--- config.mk ---
export PLATFORM = sky130hd
export DESIGN_NAME = alarm_trigger
export DESIGN_NICKNAME = d
export VERILOG_FILES = /design/src/rtl/alarm_trigger_pkg.sv /design/src/rtl/alarm_trigger_match.sv /design/src/rtl/alarm_trigger.sv
export SDC_FILE = /design/constraint.sdc
export NUM_CORES = 1
export LEC_CHECK = 0
export ABC_AREA = 1
export CORE_MARGIN = 5
export CORE_UTILIZATION = 50
export CTS_BUF_LIST = sky130_fd_sc_hd__clkbuf_2 sky130_fd_sc_hd__clkbuf_4 sky130_fd_sc_hd__clkbuf_8
export CTS_CLUSTER_SIZE = 25
export DETAILED_ROUTE_END_ITERATION = 10
export PLACE_DENSITY = 0.79
export RECOVER_POWER = 100
export SETUP_SLACK_MARGIN = 0.1
export SYNTH_ARGS = -nofsm -noshare
export SYNTH_HDL_FRONTEND = slang
export SYNTH_SLANG_ARGS = --single-unit
--- constraint.sdc ---
create_clock -name clock -period 2.9 [get_ports clock]
set_input_delay 0.29 -clock clock [delete_from_list [all_inputs] [get_ports clock]]
set_output_delay 0.29 -clock clock [all_outputs]
set_load 0.01 [all_outputs]
--- src/rtl/alarm_trigger_pkg.sv ---
// ============================================================================
// alarm_trigger_pkg : shared state encoding and time field widths
// Rev 1.0
// ============================================================================
`default_nettype none

package alarm_trigger_pkg;

  localparam int c_HOUR_W  = 5;
  localparam int c_MIN_W   = 6;
  localparam int c_SEC_W   = 6;
  localparam int c_STATE_W = 2;

  typedef logic [c_STATE_W-1:0] state_t;

  localparam state_t c_ST_IDLE    = 2'd0;
  localparam state_t c_ST_RINGING = 2'd1;
  localparam state_t c_ST_SNOOZE  = 2'd2;

  // A terminal count of 1 still needs a one-bit counter
  function automatic int cnt_width(input int n);
    return (n <= 1) ? 1 : $clog2(n);
  endfunction

endpackage

`default_nettype wire

--- src/rtl/alarm_trigger_match.sv ---
// ============================================================================
// alarm_match : time compare plus rising-edge detect, one trigger per match
// Rev 1.0
// ============================================================================
`default_nettype none

module alarm_match
  import alarm_trigger_pkg::*;
(
  input  logic                clock,
  input  logic                reset_min,
  input  logic                i_alarm_en,
  input  logic [c_HOUR_W-1:0] i_cur_hour,
  input  logic [c_MIN_W-1:0]  i_cur_min,
  input  logic [c_SEC_W-1:0]  i_cur_sec,
  input  logic [c_HOUR_W-1:0] i_alarm_hour,
  input  logic [c_MIN_W-1:0]  i_alarm_min,
  output logic                o_trigger
);

  logic w_match;
  logic r_match_d;

  assign w_match = i_alarm_en
                 & (i_cur_hour == i_alarm_hour)
                 & (i_cur_min  == i_alarm_min)
                 & (i_cur_sec  == '0);

  // Resets high so a match already present at reset release is not an edge
  always_ff @(posedge clock or posedge reset_min) begin
    if (reset_min) r_match_d <= 1'b1;
    else           r_match_d <= w_match;
  end

  assign o_trigger = w_match & ~r_match_d;

endmodule

`default_nettype wire

--- src/rtl/alarm_trigger.sv ---
// ============================================================================
// alarm_trigger : alarm clock ring / snooze controller with registered buzzer
// Rev 1.0
// ============================================================================
`default_nettype none

module alarm_trigger
  import alarm_trigger_pkg::*;
#(
  parameter int RING_SEC   = 60,
  parameter int SNOOZE_SEC = 300,
  parameter int MAX_SNOOZE = 3
) (
  input  logic                clock,
  input  logic                reset_min,
  input  logic                tick_1hz,
  input  logic [c_HOUR_W-1:0] cur_hour,
  input  logic [c_MIN_W-1:0]  cur_min,
  input  logic [c_SEC_W-1:0]  cur_sec,
  input  logic [c_HOUR_W-1:0] alarm_hour,
  input  logic [c_MIN_W-1:0]  alarm_min,
  input  logic                alarm_en,
  input  logic                stop,
  input  logic                snooze,
  output logic                buzzer,
  output logic                ringing,
  output logic                snoozing,
  output logic [1:0]          snooze_left
);

  localparam int c_RING_W = cnt_width(RING_SEC);
  localparam int c_SNZ_W  = cnt_width(SNOOZE_SEC);

  localparam logic [c_RING_W-1:0] c_RING_LAST = c_RING_W'(RING_SEC - 1);
  localparam logic [c_RING_W-1:0] c_RING_ONE  = c_RING_W'(1);
  localparam logic [c_SNZ_W-1:0]  c_SNZ_LAST  = c_SNZ_W'(SNOOZE_SEC - 1);
  localparam logic [c_SNZ_W-1:0]  c_SNZ_ONE   = c_SNZ_W'(1);
  localparam logic [1:0]          c_SNZ_MAX   = 2'(MAX_SNOOZE);

  logic                w_trigger;
  state_t              r_state,       w_state_nxt;
  logic [c_RING_W-1:0] r_ring_cnt,    w_ring_cnt_nxt;
  logic [c_SNZ_W-1:0]  r_snz_cnt,     w_snz_cnt_nxt;
  logic [1:0]          r_snooze_left, w_snooze_left_nxt;
  logic                r_buzzer,      w_buzzer_nxt;

  alarm_match u_match (
    .clock        (clock),
    .reset_min    (reset_min),
    .i_alarm_en   (alarm_en),
    .i_cur_hour   (cur_hour),
    .i_cur_min    (cur_min),
    .i_cur_sec    (cur_sec),
    .i_alarm_hour (alarm_hour),
    .i_alarm_min  (alarm_min),
    .o_trigger    (w_trigger)
  );

  always_ff @(posedge clock or posedge reset_min) begin
    if (reset_min) begin
      r_state       <= c_ST_IDLE;
      r_ring_cnt    <= '0;
      r_snz_cnt     <= '0;
      r_snooze_left <= c_SNZ_MAX;
      r_buzzer      <= 1'b0;
    end else begin
      r_state       <= w_state_nxt;
      r_ring_cnt    <= w_ring_cnt_nxt;
      r_snz_cnt     <= w_snz_cnt_nxt;
      r_snooze_left <= w_snooze_left_nxt;
      r_buzzer      <= w_buzzer_nxt;
    end
  end

  always_comb begin
    w_state_nxt       = r_state;
    w_ring_cnt_nxt    = r_ring_cnt;
    w_snz_cnt_nxt     = r_snz_cnt;
    w_snooze_left_nxt = r_snooze_left;
    w_buzzer_nxt      = r_buzzer;

    case (r_state)
      c_ST_IDLE: begin
        if (w_trigger) begin
          w_state_nxt    = c_ST_RINGING;
          w_ring_cnt_nxt = '0;
          w_buzzer_nxt   = 1'b1;
        end
      end

      c_ST_RINGING: begin
        if (stop || !alarm_en) begin
          w_state_nxt = c_ST_IDLE;
        end else if (snooze && (r_snooze_left != 2'd0)) begin
          w_state_nxt       = c_ST_SNOOZE;
          w_snooze_left_nxt = r_snooze_left - 2'd1;
          w_snz_cnt_nxt     = '0;
          w_buzzer_nxt      = 1'b0;
        end else if (tick_1hz) begin
          if (r_ring_cnt == c_RING_LAST) begin
            w_state_nxt = c_ST_IDLE;
          end else begin
            w_ring_cnt_nxt = r_ring_cnt + c_RING_ONE;
            w_buzzer_nxt   = ~r_buzzer;
          end
        end
      end

      c_ST_SNOOZE: begin
        if (stop || !alarm_en) begin
          w_state_nxt = c_ST_IDLE;
        end else if (tick_1hz) begin
          if (r_snz_cnt == c_SNZ_LAST) begin
            w_state_nxt    = c_ST_RINGING;
            w_ring_cnt_nxt = '0;
            w_buzzer_nxt   = 1'b1;
          end else begin
            w_snz_cnt_nxt = r_snz_cnt + c_SNZ_ONE;
          end
        end
      end

      default: w_state_nxt = c_ST_IDLE;
    endcase

    // Every path back to IDLE restores the idle-entry values
    if (w_state_nxt == c_ST_IDLE) begin
      w_ring_cnt_nxt    = '0;
      w_snz_cnt_nxt     = '0;
      w_snooze_left_nxt = c_SNZ_MAX;
      w_buzzer_nxt      = 1'b0;
    end
  end

  always_comb begin
    ringing     = (r_state == c_ST_RINGING);
    snoozing    = (r_state == c_ST_SNOOZE);
    buzzer      = r_buzzer;
    snooze_left = r_snooze_left;
  end

endmodule

`default_nettype wire

After elaboration in Yosys (flattened, before gate mapping)
Cells that the tools add are included.
{ "totals": {"reg_bits": 21, "out_inout_bits": 5, "wordCells": 89} }
{ "classes": {"n_mux": 40, "n_reduce_logical": 15, "eq_ne": 19, "n_addsub": 3, "bitwise": 6} }
{ "op_table": {"columns": ["cell", "count"], "rows": [
  ["$mux W6", 9],
  ["$mux W9", 6],
  ["$mux W2", 12],
  ["$ne A3 B2 Y1 const B", 8],
  ["$pmux W6 S3", 1],
  ["$pmux W9 S2", 1],
  ["$add A9 B1 Y9 const B", 1],
  ["$eq A9 B9 Y1 const B", 1],
  ["$mux W1", 9],
  ["$reduce_and A9 Y1", 1],
  ["$reduce_and A8 Y1", 1],
  ["$add A6 B1 Y6 const B", 1],
  ["$eq A6 B6 Y1", 1],
  ["$eq A6 B6 Y1 const B", 1],
  ["$logic_not A6 Y1", 1],
  ["$ne A3 B1 Y1 const B", 2],
  ["$pmux W2 S3", 1],
  ["$reduce_and A6 Y1", 1],
  ["$reduce_bool A2 Y1", 3],
  ["$eq A5 B5 Y1", 1],
  ["$and A1 B1 Y1", 4],
  ["$logic_not A2 Y1", 2],
  ["$ne A4 B2 Y1 const B", 1],
  ["$ne A4 B3 Y1 const B", 1],
  ["other kinds (12)", 13]
]} }

Longest topological paths before layout
Gate-level depths: netlist of run 1.
{ "logic_depth": {"ltp_word": 10, "depth_mapped": 16, "ltp_nobuf": 16} }

By module
From an unflattened synthesis of run 1, not the netlist that was laid out.
{ "unflattened": {"hier_cells": 267, "area_unflattened_um2": 1725.4} }
{ "modules_own_cells": {"columns": ["module", "cells_each", "instances", "area_each_um2"], "rows": [
  ["alarm_trigger", 198, 1, 1427.6],
  ["alarm_match", 69, 1, 297.8]
]} }

Least setup slack after synthesis of run 1
No wires, ideal clock.
{ "synth_timing": {"path_type": "reg2reg", "from": "register r_snooze_left[0], in the netlist snooze_left[0]", "to": "register r_ring_cnt[2]", "t_required_ns": 2.783, "setup_slack_ns": 1.006, "synth_period_minus_slack_ns": 1.894, "arrival_time_ns": 1.777, "path_buffers": 0, "path_stages_with_launch": 15, "cell_sequence": "dfstp_2 -> inv_1 -> ha_1 -> nor2_1 -> inv_1 -> nand3_1 -> nand2_1 -> nand3_1 -> nand2_2 -> nand2_4 -> nand2_8 -> o21ai_4 -> nand2_4 -> nand2_1 -> nand2_1"} }
{ "synth_between": {"elab_chain_cells": 8} }
{ "synth_lines": {"columns": ["item", "line", "source"], "rows": [
  ["start, declared", "alarm_trigger.sv:44", "logic [1:0] r_snooze_left, w_snooze_left_nxt;"],
  ["start signal, assigned", "alarm_trigger.sv:64", "r_snooze_left <= c_SNZ_MAX;"],
  ["start signal, assigned", "alarm_trigger.sv:70", "r_snooze_left <= w_snooze_left_nxt;"],
  ["$reduce_bool A2 Y1 (*)", "alarm_trigger.sv:94", "end else if (snooze && (r_snooze_left != 2'd0)) begin"],
  ["$logic_and A1 B1 Y1 (*)", "alarm_trigger.sv:94", null],
  ["$mux W2", "alarm_trigger.sv:94", null],
  ["$mux W2", "alarm_trigger.sv:92", "if (stop || !alarm_en) begin"],
  ["$pmux W2 S3", "alarm_trigger.sv:82", "case (r_state)"],
  ["$logic_not A2 Y1", "alarm_trigger.sv:127", "if (w_state_nxt == c_ST_IDLE) begin"],
  ["$ne A3 B2 Y1 (no source line) (tied with other cells)", null, null],
  ["$reduce_and A9 Y1 (no source line)", null, null],
  ["end signal, assigned", "alarm_trigger.sv:68", "r_ring_cnt <= w_ring_cnt_nxt;"],
  ["end, declared", "alarm_trigger.sv:42", "logic [c_RING_W-1:0] r_ring_cnt, w_ring_cnt_nxt;"]
]} }
Every way passes the cells marked *; elsewhere a longest branch is shown, timed or not.
A chain may end at the register's enable or synchronous reset.

Final worst setup path of run 1
{ "layout_timing": {"from": "register r_snooze_left[0], in the netlist snooze_left[0]", "to": "register r_snz_cnt[1]"} }
{ "layout_between": {"elab_chain_cells": 8} }
{ "layout_lines": {"columns": ["item", "line", "source"], "rows": [
  ["$reduce_bool A2 Y1 (*)", "alarm_trigger.sv:94", null],
  ["$logic_and A1 B1 Y1 (*)", "alarm_trigger.sv:94", null],
  ["$mux W2", "alarm_trigger.sv:94", null],
  ["$mux W2", "alarm_trigger.sv:92", null],
  ["$pmux W2 S3", "alarm_trigger.sv:82", null],
  ["$logic_not A2 Y1", "alarm_trigger.sv:127", null],
  ["$ne A3 B2 Y1 (no source line) (tied with other cells)", null, null],
  ["$reduce_and A6 Y1 (no source line)", null, null],
  ["end signal, assigned", "alarm_trigger.sv:69", "r_snz_cnt <= w_snz_cnt_nxt;"],
  ["end, declared", "alarm_trigger.sv:43", "logic [c_SNZ_W-1:0] r_snz_cnt, w_snz_cnt_nxt;"]
]} }
Marked as above.

==> impl_metrics.json, run 1 <==
{
  "cpMostUsedCell": "nand2_1",
  "core_sq_um": 3633,
  "fill_cells": 332,
  "globalRouteTotalUtil_pct": 17.45,
  "swShare_pct": 23.76,
  "synth-simple-area-share_pct": 38.53,
  "internal_power_mw": 0.4413,
  "setup_viol": 0,
  "drt-pass1-iter-count": 4,
  "synthArstFlopShare_pct": 100.0,
  "fp.dieW_um": 71,
  "crit_fanout": 17,
  "grt_max_degree": 22,
  "synth.top_cell.area_share_pct": 24.21,
  "synth_mux_area_share_pct": 0.6052,
  "clk_latency_ps": 270,
  "mostFrequentLayoutCell": "nand2_1",
  "rows": 22,
  "hold_buffers": 0,
  "cts_tree": "built",
  "grt_pass1_wl_um": 7196,
  "drive_gt1_share_pct": 8.039,
  "num_vias": 1768,
  "start_util_pct": 51.21,
  "cp-startpoint": "snooze_left[0]",
  "pwr-share-clk_pct": 33.5,
  "vias_per_cell": 4.925,
  "grt_pass1_vias": 1709,
  "cts_inserted_buffers": 3,
  "cts_buffer_depth": 2,
  "synth_edf_count": 0,
  "drt_iter0_drc": 55,
  "combPwrFrac_pct": 15.9,
  "syn_nets": 312,
  "status": "completed",
  "min_to": "buzzer",
  "synthXorXnorAreaFrac_pct": 6.120,
  "finalSetupTns_ps": 0,
  "critical_path_class": "reg2reg",
  "cp-start-kind": "flip-flop",
  "final_nets": 353,
  "netlist_area_sq_um": 1861,
  "rsz0062_at_grt": "false",
  "ys_types": 34,
  "ys_seq_area_share_pct": 28.45,
  "min_period_ps": 2389,
  "grt-ovfl-total": 0,
  "dp_worst_setup_slack_ps": 659.3,
  "post-dp-hpwl_um": 3362,
  "synth_area_leaders": "dfrtp_1 24%, nand2_1 17%, inv_1 8.5%",
  "hold_viol": 0,
  "design_area_sq_um": 2296,
  "dp_cells": 355,
  "holdWs_ps": 502.9,
  "ff2ff_path_depth": 14,
  "min_path_type": "reg2reg",
  "drv_slew": 0,
  "worstMarginPinSlew_ps": 773.0,
  "antenna_found_initial": 0,
  "post_cts.repair.setup_buffers": 0,
  "switching_power_mw": 0.1375,
  "cp_slowest_cell": "dfstp_2",
  "avgRoutedWirePerCell_um": 11.38,
  "r2r-start": "snooze_left[0]",
  "max-cap-violations": 0,
  "io_buffers": 38,
  "antenna_cells": 0,
  "clockRootBuffer": "clkbuf_8",
  "crit_family": "simple AND/OR/NAND/NOR gates",
  "synth_adder_area_share_pct": 4.707,
  "syn-instance-count": 271,
  "cp_num_buf_inv": 2,
  "crit_arrival_ps": 2590,
  "ios": 39,
  "avgSynthCellArea_sq_um": 6.865,
  "hold_start": "buzzer",
  "dieArea_sq_um": 5041,
  "leakagePower_nw": 1.165,
  "slew_headroom_pct": 48.41,
  "synth_top_family_by_area": "simple AND/OR/NAND/NOR gates",
  "ctsResizeCount": 0,
  "holdPathStages": 2,
  "fin_crit_sh_pct": 82.39,
  "final_cell_mix": "87 x nand2_1, 42 x inv_1, 31 x clkdlybuf4s50_1",
  "area_growth_pct": 23.40,
  "ys_ff_latch": 21,
  "postLayoutSetupSlackWorst_ps": 510.7,
  "ant_nets": 0,
  "drt_wl_total_um": 4084,
  "max_stage_delay_ps": 530,
  "clkTransAtPathRegs_ps": 80,
  "clock-sinks": 21,
  "ys.flop_type": "dfrtp_1",
  "r2r_end": "r_snz_cnt[1]",
  "r2r_setup_slack_ps": 510,
  "pwr-share-seq_pct": 50.6,
  "synth_compound_area_share_pct": 11.77,
  "power_density_nw_per_um2": 252.1,
  "irDropWorstVdd_v": 0.0001758,
  "cp_cell_sequence": "inv_1 > ha_1 > nor2_1 > inv_1 > nand2_1 > nand2_1 > nand2_1 > nand2_1 > nand2_2 > nand2_1 > nand2_8 > nand2_1 > nand3b_1 > nand2_2",
  "yosys_warnings": 0,
  "cts_max_level": 1,
  "dieHeight_um": 71,
  "skew_ps": 6.266,
  "placed_cell_area_sq_um": 2287,
  "max_freq_ghz": 0.4185,
  "synth_largest_area_cell": "dfrtp_1",
  "instances_no_fill": 359,
  "drc": 0,
  "routabilityCongestion": 0.8677,
  "endpoint_kind": "flip-flop",
  "worstPathRequired_ps": 3100
}
## kinds of logic after synthesis
kind of cell	after synthesis
AND/OR/NAND/NOR	154
buffers and inverters	46
AO/OA/AOI/OAI	29
flip-flops	21
XOR/XNOR	13
adder cells (fa/ha/maj)	7
multiplexers	1
## power groups by stage
stage | sequential [mW] | clock, mW | combinational (mW)
2_1_floorplan | 0.299 | 0 | 0.0367
3_3_place_gp | 0.299 | 0 | 0.0917
3_5_place_dp | 0.299 | 0 | 0.0939
4_1_cts | 0.293 | 0.201 | 0.0943
5_1_grt | 0.293 | 0.220 | 0.105
6_report | 0.293 | 0.194 | 0.0921
## registers in the layout, indices dropped and copies added, names as in the netlist
signal             flops
buzzer                 1
r_state                2
r_ring_cnt             6
u_match.r_match_d      1
snooze_left            2
r_snz_cnt              9
## worst reg2reg max path, cell delays in order (launching register included)
cell      delay (ps)
dfstp_2          530
inv_1             60
ha_1             190
nor2_1           200
inv_1            140
nand2_1           90
nand2_1           50
nand2_1           60
nand2_1           50
nand2_2           60
nand2_1          230
nand2_8          240
nand2_1          160
nand3b_1         210
nand2_2           70
## Yosys cell counts, types with 2 or more instances
library cell,instances
nor3_2,2
dfstp_2,3
nand2_4,3
xnor2_1,6
dfrtp_1,18
nand2_1,85
nand3b_1,2
buf_2,2
nand2_2,4
inv_1,42
o21ai_4,3
nand3_1,22
o211ai_1,8
nor4_1,3
a21oi_1,11
o21ai_0,2
nor2_1,25
nand4_1,2
ha_1,7
xor2_1,7
## routing by layer
metal,global-route usage [%],wire (um)
met1,20.79,1868
met2,31.20,1963
met3,3.835,171
met4,5.219,80
met5,0,0
## per-stage QoR
| step | util, % | total power, mW |
|---|---|---|
| 2_1_floorplan | - | 0.3354 |
| 3_3_place_gp | 62.95 | 0.3905 |
| 3_5_place_dp | 62.95 | 0.3926 |
| 4_1_cts | 64.22 | 0.5885 |
| 5_1_grt | 63.19 | 0.6176 |
| 6_report | 63.19 | 0.5788 |
## cell type report
class | count | area [sq um] | area share [%]
Sequential cell | 21 | 529.3 | 23.05
Clock buffer | 3 | 41.29 | 1.798
Multi-Input combinational cell | 204 | 1111 | 48.39
Timing Repair Buffer | 39 | 387.9 | 16.89
Inverter | 43 | 161.4 | 7.030
Tap cell | 48 | 60.06 | 2.616
Clock inverter | 1 | 5.005 | 0.2180
## worst max path at each step
stage / end / slack [ps] / cells after the start
2_1_floorplan: r_ring_cnt[2] / 1010 / 14
3_3_place_gp: r_ring_cnt[0] / 700 / 16
3_5_place_dp: r_ring_cnt[0] / 660 / 16
4_1_cts: r_ring_cnt[0] / 690 / 14
5_1_grt: r_snz_cnt[5] / 280 / 15
6_report: r_snz_cnt[1] / 510 / 14
Power figures use the tool's default switching activity.
==> run 2, diff against run 1 <==
clock period = 2.27 ns   (was 2.9 ns; I/O delays follow)
==> run 2 against run 1 <==
Compared with the run above:
- clock-buffer cell count unchanged
- largest power group unchanged
- critical path depth decreased by 10
- design area is 11% higher
- final cell count grew 6.7%
- global-route usage rose by 0.62 points
- largest cell class unchanged
- sequential share of layout area decreased by 2.3 points
==> impl_metrics.json, run 2 (synthesis results as in run 1) <==
{
  "status": "completed",
  "final_cell_mix": "86 x nand2_1, 41 x inv_1, 32 x clkdlybuf4s50_1",
  "crit_fanout": 7,
  "worstPathRequired_ps": 2040,
  "max_stage_delay_ps": 540,
  "drv_slew": 0,
  "antenna_cells": 0,
  "grt_pass1_vias": 1673,
  "mostFrequentLayoutCell": "nand2_1",
  "top_regs": "r_snz_cnt: 9 flops, r_ring_cnt: 6 flops",
  "slew_headroom_pct": 46.77,
  "drt-pass1-iter-count": 5,
  "ant_nets": 0,
  "total_power_mw": 0.7438,
  "grt-ovfl-total": 0,
  "postLayoutSetupSlackWorst_ps": 151.1,
  "drive_gt1_share_pct": 16.72,
  "hold_buffers": 0,
  "max_freq_ghz": 0.4719,
  "clk_latency_ps": 260,
  "hold_viol": 0,
  "rows": 22,
  "io_buffers": 38,
  "post-dp-hpwl_um": 3499,
  "min_path_type": "reg2reg",
  "largest-register": "r_snz_cnt",
  "cts_inserted_buffers": 3,
  "drc": 0,
  "area_growth_pct": 36.99,
  "leakagePower_nw": 1.278,
  "min_period_ps": 2119,
  "instances_no_fill": 383,
  "crit_family": "buffers and inverters",
  "use_met2_pct": 31.20,
  "clock-sinks": 21,
  "irDropWorstVdd_v": 0.0003604,
  "largest_reg_flops": 9,
  "cts_max_level": 1,
  "start_util_pct": 51.21,
  "cp_slowest_cell": "clkdlybuf4s50_1",
  "drt_iter0_drc": 129,
  "grt_max_degree": 22,
  "clockRootBuffer": "clkbuf_8",
  "dieHeight_um": 71,
  "drt_wl_total_um": 4901,
  "critical_path_class": "reg2out",
  "final_nets": 377,
  "met1_usage_pct": 23.88,
  "crit_arrival_ps": 1890,
  "dp_cells": 360,
  "cp_cell_sequence": "inv_1 > ha_1 > buf_4 > clkdlybuf4s50_1",
  "cts_buffer_depth": 2,
  "globalRouteTotalUtil_pct": 18.07,
  "grt_util_met3_pct": 2.699,
  "clkTransAtPathRegs_ps": 80,
  "ios": 39,
  "skew_ps": 1.195,
  "cts_tree": "built",
  "routabilityCongestion": 0.8507,
  "worstMarginPinSlew_ps": 797.5,
  "grt_busiest_layer": "met2",
  "grt_pass1_wl_um": 7521,
  "num_vias": 1883,
  "cp_num_buf_inv": 3,
  "fp.dieW_um": 71,
  "post-route-util_pct": 70.14,
  "fin_crit_sh_pct": 93.34,
  "rsz0062_at_grt": "false",
  "avgRoutedWirePerCell_um": 12.80,
  "max-cap-violations": 0,
  "power_density_nw_per_um2": 291.8,
  "cp-start-kind": "flip-flop",
  "dp_worst_setup_slack_ps": 47.14,
  "finalSetupTns_ps": 0,
  "antenna_found_initial": 0,
  "setup_viol": 0,
  "dieArea_sq_um": 5041,
  "vias_per_cell": 4.916,
  "core_sq_um": 3633,
  "endpoint_kind": "primary output"
}
-- run 2: changes by cell type in the layout (fill, tap and decap cells not counted), sizes merged --
| cell | delta |
|---|---|
| buf | +21 |
| nand2 | +2 |
| clkdlybuf4s50 | +1 |
| dlygate4sd3 | -1 |
| o21ai | +1 |
-- run 2: worst min-delay path, delay by kind of cell (launching register included) --
kind          cells  cell delay, ps
flops             1             380
simple gates      2             110
-- run 2: power breakdown --
part / switching [mW] / internal (mW)
Combinational: 0.0520 / 0.0692
Clock: 0.126 / 0.122
Sequential: 0.000230 / 0.374
Total: 0.178 / 0.566
-- run 2: final cells by class --
type,count,area [sq um]
clock inverter,1,5.005
tap,48,60.06
multi-input combinational,207,1206
fill,306,1085
clock buffer,3,41.29
timing repair buffer,60,545.5
sequential,21,529.3
inverter,43,161.4
-- run 2: final timing paths --
check	start	slack [ps]	cells after the start	endpoint
worst max-delay path	r_state[1]	150	4	ringing
worst min-delay path	buzzer	520	2	buzzer
worst max register to register	snooze_left[0]	190	14	r_ring_cnt[4]
worst min register to register	buzzer	520	2	buzzer
max in group asynchronous	reset_min	1230	2	r_snz_cnt[6]
min in group asynchronous	reset_min	550	2	r_snz_cnt[2]
-- run 2: metrics by stage --
stage	instance area, sq um	hold slack (ps)
2_1_floorplan	1861	201.3
3_3_place_gp	2325	495.5
5_1_grt	2549	557.1
6_report	2549	521.0
3_5_place_dp	2325	505.7
4_1_cts	2374	437.5
-- run 2: per-layer routing --
metal	vias to the layer above	routed length, um
met4	0	38
met5	-	0
li1	998	-
met2	48	2472
met1	832	2190
met3	5	199
-- run 2: timing repair --
item / 4_1_cts / 5_1_grt
buffers inserted: 0 / 16
endpoints found under the setup margin: 6 / 16
endpoints found under the hold margin: 0 / 0
gates cloned: 0 / 3
pin swaps: 0 / 4
gates resized for setup: 1 / 7
==> run 3, diff against run 2 <==
CTS_CLUSTER_DIAMETER = 30   (was not set)
==> results of run 3 <==
The final DEF is identical to that of run 2; final timing and power are the same.
